**src/rtl/usb_buffer_pkg.sv**
```systemverilog
// Shared constants and types for the USB endpoint circular-buffer FIFO.
package usb_buffer_pkg;

    localparam int DEFAULT_DATA_W = 8;
    localparam int DEFAULT_DEPTH  = 64;

    typedef enum logic [1:0] {
        SRC_NONE = 2'd0,
        SRC_TX   = 2'd1,
        SRC_RX   = 2'd2
    } src_sel_e;

    // Occupancy must represent 0..DEPTH inclusive, hence one bit more than a pointer.
    function automatic int occ_width(input int depth);
        return $clog2(depth) + 1;
    endfunction

endpackage

```
**src/rtl/usb_buffer_ptr.sv**
```systemverilog
// Wrap-around FIFO pointer with increment enable and synchronous clear.
module usb_buffer_ptr #(
    parameter int PTR_W = 6
) (
    input  logic             clk,
    input  logic             n_rst,
    input  logic             en,
    input  logic             clr,
    output logic [PTR_W-1:0] ptr
);

    always_ff @(posedge clk or negedge n_rst) begin
        if (!n_rst)
            ptr <= '0;
        else if (clr)
            ptr <= '0;
        else if (en)
            ptr <= ptr + PTR_W'(1);
    end

endmodule

```
**src/rtl/usb_fifo_buffer.sv**
```systemverilog
// Circular-buffer data FIFO shared by the USB TX and RX endpoint paths.
// Optional watermark outputs are enabled with macro USB_BUFFER_WATERMARK_EN.
module usb_fifo_buffer
    import usb_buffer_pkg::*;
#(
    parameter int DATA_W    = DEFAULT_DATA_W,
    parameter int DEPTH     = DEFAULT_DEPTH,
    parameter int AF_MARGIN = 4
) (
    input  logic                          clk,
    input  logic                          n_rst,
    input  logic                          Store_TX_Data,
    input  logic                          Store_RX_Packet_Data,
    input  logic [DATA_W-1:0]             TX_Data,
    input  logic [DATA_W-1:0]             RX_Packet_Data,
    input  logic                          Get_TX_Packet_Data,
    input  logic                          Get_RX_Data,
    input  logic                          flush,
    input  logic                          clear,
    output logic [DATA_W-1:0]             TX_Packet_Data,
    output logic [DATA_W-1:0]             RX_Data,
    output logic [occ_width(DEPTH)-1:0]   Buffer_Occupancy,
    output logic                          full,
    output logic                          empty,
    output logic                          overflow,
    output logic                          underflow
`ifdef USB_BUFFER_WATERMARK_EN
    ,
    output logic                          almost_full,
    output logic                          almost_empty
`endif
);

    localparam int PTR_W = $clog2(DEPTH);
    localparam int OCC_W = occ_width(DEPTH);
    localparam bit PARAMS_OK = (DEPTH >= 4) && ((DEPTH & (DEPTH - 1)) == 0)
                               && (AF_MARGIN >= 0) && (AF_MARGIN < DEPTH);

    if (!PARAMS_OK) begin : g_param_error
        $error("usb_fifo_buffer: DEPTH must be a power of two >= 4 and AF_MARGIN < DEPTH");
    end

    logic [DATA_W-1:0] mem [DEPTH];
    logic [PTR_W-1:0]  rptr;
    logic [PTR_W-1:0]  wptr;
    src_sel_e          push_src;
    src_sel_e          pop_src;
    logic [DATA_W-1:0] push_data;
    logic              flush_any;
    logic              push_ok;
    logic              pop_ok;

    assign full  = (Buffer_Occupancy == OCC_W'(DEPTH));
    assign empty = (Buffer_Occupancy == '0);

`ifdef USB_BUFFER_WATERMARK_EN
    assign almost_full  = (Buffer_Occupancy >= OCC_W'(DEPTH - AF_MARGIN));
    assign almost_empty = (Buffer_Occupancy <= OCC_W'(AF_MARGIN));
`endif

    always_comb begin
        push_src  = SRC_NONE;
        pop_src   = SRC_NONE;
        push_data = RX_Packet_Data;
        flush_any = flush | clear;

        if (Store_TX_Data) begin
            push_src  = SRC_TX;
            push_data = TX_Data;
        end else if (Store_RX_Packet_Data) begin
            push_src  = SRC_RX;
        end

        if (Get_TX_Packet_Data)
            pop_src = SRC_TX;
        else if (Get_RX_Data)
            pop_src = SRC_RX;

        // No bypass: a pop only ever sees data already held, so a full FIFO can
        // accept a push exactly when a word leaves in the same cycle.
        pop_ok  = (pop_src != SRC_NONE) && !empty && !flush_any;
        push_ok = (push_src != SRC_NONE) && (!full || pop_ok) && !flush_any;
    end

    usb_buffer_ptr #(.PTR_W(PTR_W)) u_wptr (
        .clk   (clk),
        .n_rst (n_rst),
        .en    (push_ok),
        .clr   (flush_any),
        .ptr   (wptr)
    );

    usb_buffer_ptr #(.PTR_W(PTR_W)) u_rptr (
        .clk   (clk),
        .n_rst (n_rst),
        .en    (pop_ok),
        .clr   (flush_any),
        .ptr   (rptr)
    );

    always_ff @(posedge clk) begin
        if (push_ok)
            mem[wptr] <= push_data;
    end

    always_ff @(posedge clk or negedge n_rst) begin
        if (!n_rst) begin
            Buffer_Occupancy <= '0;
            TX_Packet_Data   <= '0;
            RX_Data          <= '0;
            overflow         <= 1'b0;
            underflow        <= 1'b0;
        end else begin
            if (flush_any)
                Buffer_Occupancy <= '0;
            else if (push_ok && !pop_ok)
                Buffer_Occupancy <= Buffer_Occupancy + OCC_W'(1);
            else if (pop_ok && !push_ok)
                Buffer_Occupancy <= Buffer_Occupancy - OCC_W'(1);

            // Output registers act as one-cycle data strobes.
            TX_Packet_Data <= (pop_ok && pop_src == SRC_TX) ? mem[rptr] : '0;
            RX_Data        <= (pop_ok && pop_src == SRC_RX) ? mem[rptr] : '0;
            overflow       <= (push_src != SRC_NONE) && !push_ok && !flush_any;
            underflow      <= (pop_src != SRC_NONE) && !pop_ok && !flush_any;
        end
    end

endmodule

```
**config.mk**
```make
export PLATFORM = sky130hd
export DESIGN_NAME = usb_fifo_buffer
export DESIGN_NICKNAME = d
export VERILOG_FILES = /design/src/rtl/usb_buffer_pkg.sv /design/src/rtl/usb_buffer_ptr.sv /design/src/rtl/usb_fifo_buffer.sv
export SDC_FILE = /design/constraint.sdc
export NUM_CORES = 1
export LEC_CHECK = 0
export CORE_AREA = 2 2 180 315
export CTS_CLUSTER_SIZE = 10
export DETAILED_ROUTE_END_ITERATION = 10
export DIE_AREA = 0 0 182 317
export PLACE_DENSITY = 0.51
export SYNTH_ARGS = -nofsm -noshare
export SYNTH_HDL_FRONTEND = slang
export SYNTH_SLANG_ARGS = --single-unit
```
**constraint.sdc**
```tcl
create_clock -name clk -period 3.34 [get_ports clk]
set_clock_uncertainty 0.1 [all_clocks]
set_input_delay 0.668 -clock clk [delete_from_list [all_inputs] [get_ports clk]]
set_output_delay 0.668 -clock clk [all_outputs]
set_load 0.02 [all_outputs]
```
Word level (Yosys, flattened, before mapping) --
Memories as Yosys holds them, arrays and structs flattened. Index checks and enable logic that the tools add are counted. Widths: inputs -> output; s select.
Storage, ports and cells: logic and storage cells 56, memory bits (read-only) 0, bits in registers 37, latch bits 0, bits in writable memories 512, memories 1
Cells by class: shift operators 0, reductions and logical operators 24, bitwise logic cells 1, $lt $le $gt $ge 0, multiplexer cells 16, div/mod/pow operators 0, $add $sub $neg 4, equal/unequal tests 3, multiply operators 0
Memories:
- mem | words 64, bits a word 8, read ports 1, clocked after memory_dff 0, write ports 1, RTL line usb_fifo_buffer.sv:43 | logic [DATA_W-1:0] mem [DEPTH];
Operator list (number):
- $mux 6 | 4
- $mux 8 | 3
- $mux 7 | 3
- $add 6x1->6 const B | 2
- $logic_and 1x1->1 | 12
- $mux 2 | 4
- $reduce_bool 2->1 | 4
- $add 7x1->7 const B | 1
- $eq 7x7->1 const B | 1
- $logic_not 7->1 | 1
- $sub 7x1->7 const B | 1
- $logic_not 1->1 | 5
- $reduce_bool 3->1 | 1
- $eq 2x1->1 const B | 1
- $eq 2x2->1 const B | 1
- $mux 1 | 2
- $logic_or 1x1->1 | 1
- $or 1x1->1 | 1

Logic depth before layout (Yosys ltp) --
word-level depth 13, mapped depth 12, depth with buffers taken out 11

Cells and area by module --
Synthesis repeated with hierarchy kept, for this count alone.
Unflattened totals: cell total of the unflattened synthesis 1140, area, all modules 21683.3 µm²
By module, submodules not included:
- usb_fifo_buffer | area an instance 21145.3 µm², cells each 1092, times used 1
- usb_buffer_ptr | area an instance 269.0 µm², cells each 24, times used 2

Worst setup path after synthesis --
OpenSTA, ideal clock, no wires.
path kind in2reg, from input clear, to register Buffer_Occupancy[6], data arrival time 2.834 ns, path buffers 1, data required time 3.164 ns, cell stages on the path 11, path slack 0.330 ns, cell sequence or2_0 -> clkbuf_1 -> nor2_2 -> o211ai_2 -> ha_1 -> nor2b_1 -> o31ai_1 -> a21oi_1 -> xnor2_1 -> or4_1 -> o21ai_1
On the way: word-level cells in the longest chain between the ends 9, elaborated cells on any way between the ends 13
RTL lines:
- from (decl) | RTL line usb_fifo_buffer.sv:19 | input logic clear,
- $or 1x1->1 (*) | RTL line usb_fifo_buffer.sv:65 | flush_any = flush | clear;
- $logic_not 1->1 | RTL line usb_fifo_buffer.sv:81, usb_fifo_buffer.sv:82
- $logic_and 1x1->1 | RTL line usb_fifo_buffer.sv:81 | pop_ok = (pop_src != SRC_NONE) && !empty && !flush_any;
- $logic_or 1x1->1 | RTL line usb_fifo_buffer.sv:82 | push_ok = (push_src != SRC_NONE) && (!full || pop_ok) && !flush_any;
- $logic_and 1x1->1 (2 in a row) | RTL line usb_fifo_buffer.sv:82
- $logic_and 1x1->1 / $logic_not 1->1 (equally long branches) | RTL line usb_fifo_buffer.sv:116, usb_fifo_buffer.sv:118
- $mux 7 / $logic_and 1x1->1 (equally long branches) | RTL line usb_fifo_buffer.sv:116, usb_fifo_buffer.sv:118
- $mux 7 / $reduce_bool 3->1 (equally long branches)
- to (signal assigned) | RTL line usb_fifo_buffer.sv:117 | Buffer_Occupancy <= Buffer_Occupancy + OCC_W'(1);
- to (signal assigned) | RTL line usb_fifo_buffer.sv:119 | Buffer_Occupancy <= Buffer_Occupancy - OCC_W'(1);
- to (decl) | RTL line usb_fifo_buffer.sv:22 | output logic [occ_width(DEPTH)-1:0] Buffer_Occupancy,
Mark *: on every way between the ends. The rest lies on a longest branch, timed or not. A chain may end at the register's enable or synchronous reset.

Worst setup path after layout --
from register Buffer_Occupancy[1], to output full
On the way: word-level cells in the longest chain between the ends 1
RTL lines:
- $eq 7x7->1 | RTL line usb_fifo_buffer.sv:53 | assign full = (Buffer_Occupancy == OCC_W'(DEPTH));
- to (decl) | RTL line usb_fifo_buffer.sv:23 | output logic full,
No other way between the ends.

==> flow_metrics.env <==
export IMPL_grt_use_met3_pct=1.98
export IMPL_nNetsFinal=1383
export IMPL_period_share_pct=96.6
export IMPL_rows=114
export IMPL_synthesis_nets=1192
export IMPL_die_x_um=182
export IMPL_timing_slew_headroom_pct=39.0
export IMPL_p_per_area_nw_per_um2=601
export IMPL_vdd_ir_drop_max_uv=402
export IMPL_final_common_cell="edfxtp_1"
export IMPL_clock_path_buffers=3
export IMPL_tightest_slew_ns=0.915
export IMPL_clkTransAtPathRegs_ns=0.06
export IMPL_cp_depth=5
export IMPL_ys_warn_count=0
export IMPL_finalMaxSlewViolations=0
export IMPL_fmax_mhz=310
export IMPL_critPathKind="flop to output pin"
export IMPL_grt_use_met2_pct=37.9
export IMPL_hold_violations=0
export IMPL_cts_sinks=549
export IMPL_final_area_um2=25800
export IMPL_synth_seq_area_share_pct=74.5
export IMPL_drc=0
export IMPL_synth_async_reset_ratio_pct=6.74
export IMPL_grt_ovfl_total=0
export IMPL_startpoint="Buffer_Occupancy[1]"
export IMPL_yosysTopAreaCellShare_pct=70.3
export IMPL_synth_fa_ha_area_share_pct=0.549
export IMPL_pin_count=51
export IMPL_detailroute_via_count=11200
export IMPL_setup_viol=0
export IMPL_die_h_um=317
export IMPL_r2r_setup_slack_ns=0.37
export IMPL_syn_avg_cell_area_um2=18.9
export IMPL_p_total_mw=15.5
export IMPL_grt_pass1_wl_um=79300
export IMPL_fin_setup_tns_ns=0
export IMPL_busiest_layer="met2"
export IMPL_wl_per_cell_um=25.9
export IMPL_dr_pass1_iters=5
export IMPL_synthTopCellsByArea="edfxtp_1 70%, mux4_2 11%, dfrtp_1 4.2%, mux2i_1 3.0%, nor2_1 1.7%"
export IMPL_synth_mux_area_share_pct=14.1
export IMPL_netlist_instances=1159
export IMPL_synth_top_flop_cell="edfxtp_1"
export IMPL_crit_family="buffers and inverters"
export IMPL_start_kind="flop"
export IMPL_synth_xor_area_share_pct=0.480
export IMPL_first_global_vias=11900
export IMPL_cp_slowest_stage_delay_ns=0.62
export IMPL_final_core_util_pct=46.8
export IMPL_fin_ws_ns=0.115
export IMPL_cp_num_buf_inv=3
export IMPL_gr_usage_met1_pct=20.8
export IMPL_drive_gt1_share_pct=24.3
export IMPL_io_buffer_count=50
export IMPL_cts_tree="built"
export IMPL_detail_route_antenna_nets=0
export IMPL_r2r_start="Buffer_Occupancy[1]"
export IMPL_synth_edff_count=512
export IMPL_grtUsageTotal_pct=19.0
export IMPL_ys_types=52
export IMPL_place_area_um2=24100
export IMPL_numCtsBuffers=60
export IMPL_syn_to_final_growth_pct=17.7
export IMPL_power_leakage_nw=8.26
export IMPL_dieArea_um2=57700
export IMPL_dp_hpwl_um=35900
export IMPL_synth_top_family_by_area="multiplexers"
export IMPL_hold_buffers=0
export IMPL_h_tree_depth=2
export IMPL_critical_path_max_fanout=6
export IMPL_min_path_type="input port to async pin"
export IMPL_rr_worst_depth=11
export IMPL_yosys_area_share_simple_pct=5.30
export IMPL_arrival_ns=2.46
export IMPL_drt_vias_per_instance=5.39
export IMPL_initialDrtViolationCount=751
export IMPL_end_kind="output pin"
export IMPL_drt_total_wl_um=54100
export IMPL_critPathSlowestCell="clkdlybuf4s50_1"
export IMPL_cp_required_ns=2.57
export IMPL_core_um2=55100
export IMPL_root_buffer="clkbuf_16"
export IMPL_place_gp_congestion=0.848
export IMPL_rsz0062_at_grt="false"
export IMPL_yosysTopAreaCell="edfxtp_1"
export IMPL_status="finished clean"
export IMPL_maxCapViolCount=0
export IMPL_synth_seq_cells=549
export IMPL_min_period_ns=3.23
export IMPL_rr_endpoint="Buffer_Occupancy[6]"
export IMPL_worstSkewPairLatency_ns=0.61
export IMPL_synth_compound_area_share_pct=3.09
export IMPL_synthesis_area_um2=21900
export IMPL_antenna_found_initial=0
export IMPL_most_common_layout_cells="512 x edfxtp_1, 138 x buf_4, 104 x mux4_2, 98 x nor2_1, 66 x mux2i_1"
export IMPL_start_util_pct=39.7
export IMPL_grt_start_max_net_pins=65
export IMPL_crit_chain="nor4_4 -> nand3_2 -> buf_4 -> inv_1 -> clkdlybuf4s50_1"
export IMPL_crit_path_end="full"
export IMPL_dpl_worst_slack_ns=0.00719
-- per-layer routing --
metal	wire (um)	part of all wire [%]	vias to the layer above
met5	0	0	-
met4	1560	2.9	0
met3	1450	2.7	78
met2	31000	57	219
met1	20100	37	5932
li1	-	-	5007
-- stage by stage --
stage,cells,hold slack (ns)
floorplan,1159,0.272
global placement,1984,0.459
detailed placement,1984,0.459
CTS,2085,0.119
global route,2085,0.150
finish,2086,0.0960
-- cell usage after synthesis (all sizes together) (2+ instances only) --
cell type	instances
nand4	13
mux4	104
nand3b	5
mux2i	66
or2	3
o22ai	17
clkbuf	28
xor2	6
a21o	2
a21oi	13
o21a	2
o31ai	5
nor4	2
nand2	29
xnor2	6
and3	2
edfxtp	512
dfrtp	37
mux2	8
buf	39
nor2	99
nor4b	2
a22oi	32
nor2b	30
nand2b	2
or4	2
nor3	8
o21ai	28
inv	7
or3b	2
or3	6
ha	8
and2	2
nand3	25
-- report_power, final --
group	internal, mW	switching (mW)
clock	3.40	2.52
sequential	7.63	0.0869
combinational	0.853	1.00
-- state kept, by name (all words and copies together), names as in the netlist --
| name | flops |
|---|---|
| mem | 512 |
| overflow | 1 |
| Buffer_Occupancy | 7 |
| u_rptr.ptr | 6 |
| TX_Packet_Data | 8 |
| RX_Data | 8 |
| underflow | 1 |
| u_wptr.ptr | 6 |
-- worst min-delay path by stage --
stage,start,to,slack (ns)
2_1_floorplan,n_rst,Buffer_Occupancy[0],0.27
3_3_place_gp,Buffer_Occupancy[4],Buffer_Occupancy[4],0.46
3_5_place_dp,Buffer_Occupancy[4],Buffer_Occupancy[4],0.46
4_1_cts,n_rst,Buffer_Occupancy[2],0.12
5_1_grt,n_rst,Buffer_Occupancy[2],0.15
6_report,n_rst,Buffer_Occupancy[2],0.1
-- cells by family (layout without fill, tap and decap cells) --
| kind of cell | count (synthesis) | count (layout) |
|---|---|---|
| adders and majority gates | 9 | 9 |
| buffers and inverters | 74 | 304 |
| xor gates and xnor gates | 12 | 12 |
| AOI/OAI and AO/OA | 103 | 103 |
| muxes | 178 | 178 |
| DFF | 549 | 549 |
| other | 0 | 1 |
| and+or+nand+nor | 234 | 234 |
-- cell type report --
cell class	instances	area, um^2
clock inverter	1	16.3
timing repair buffer	196	1690
multi-input combinational	536	5150
sequential	549	16300
fill	4672	29300
tap	696	871
antenna	1	2.50
clock buffer	100	1690
inverter	7	26.3
-- timing repair --
action                                  CTS  global route
hold endpoints to repair                  0             0
gates resized for setup                   1             2
cloned                                    0             0
setup buffers                             0             0
endpoints found under the setup margin    1             1
Note: power is estimated with default switching activity, not from simulation.
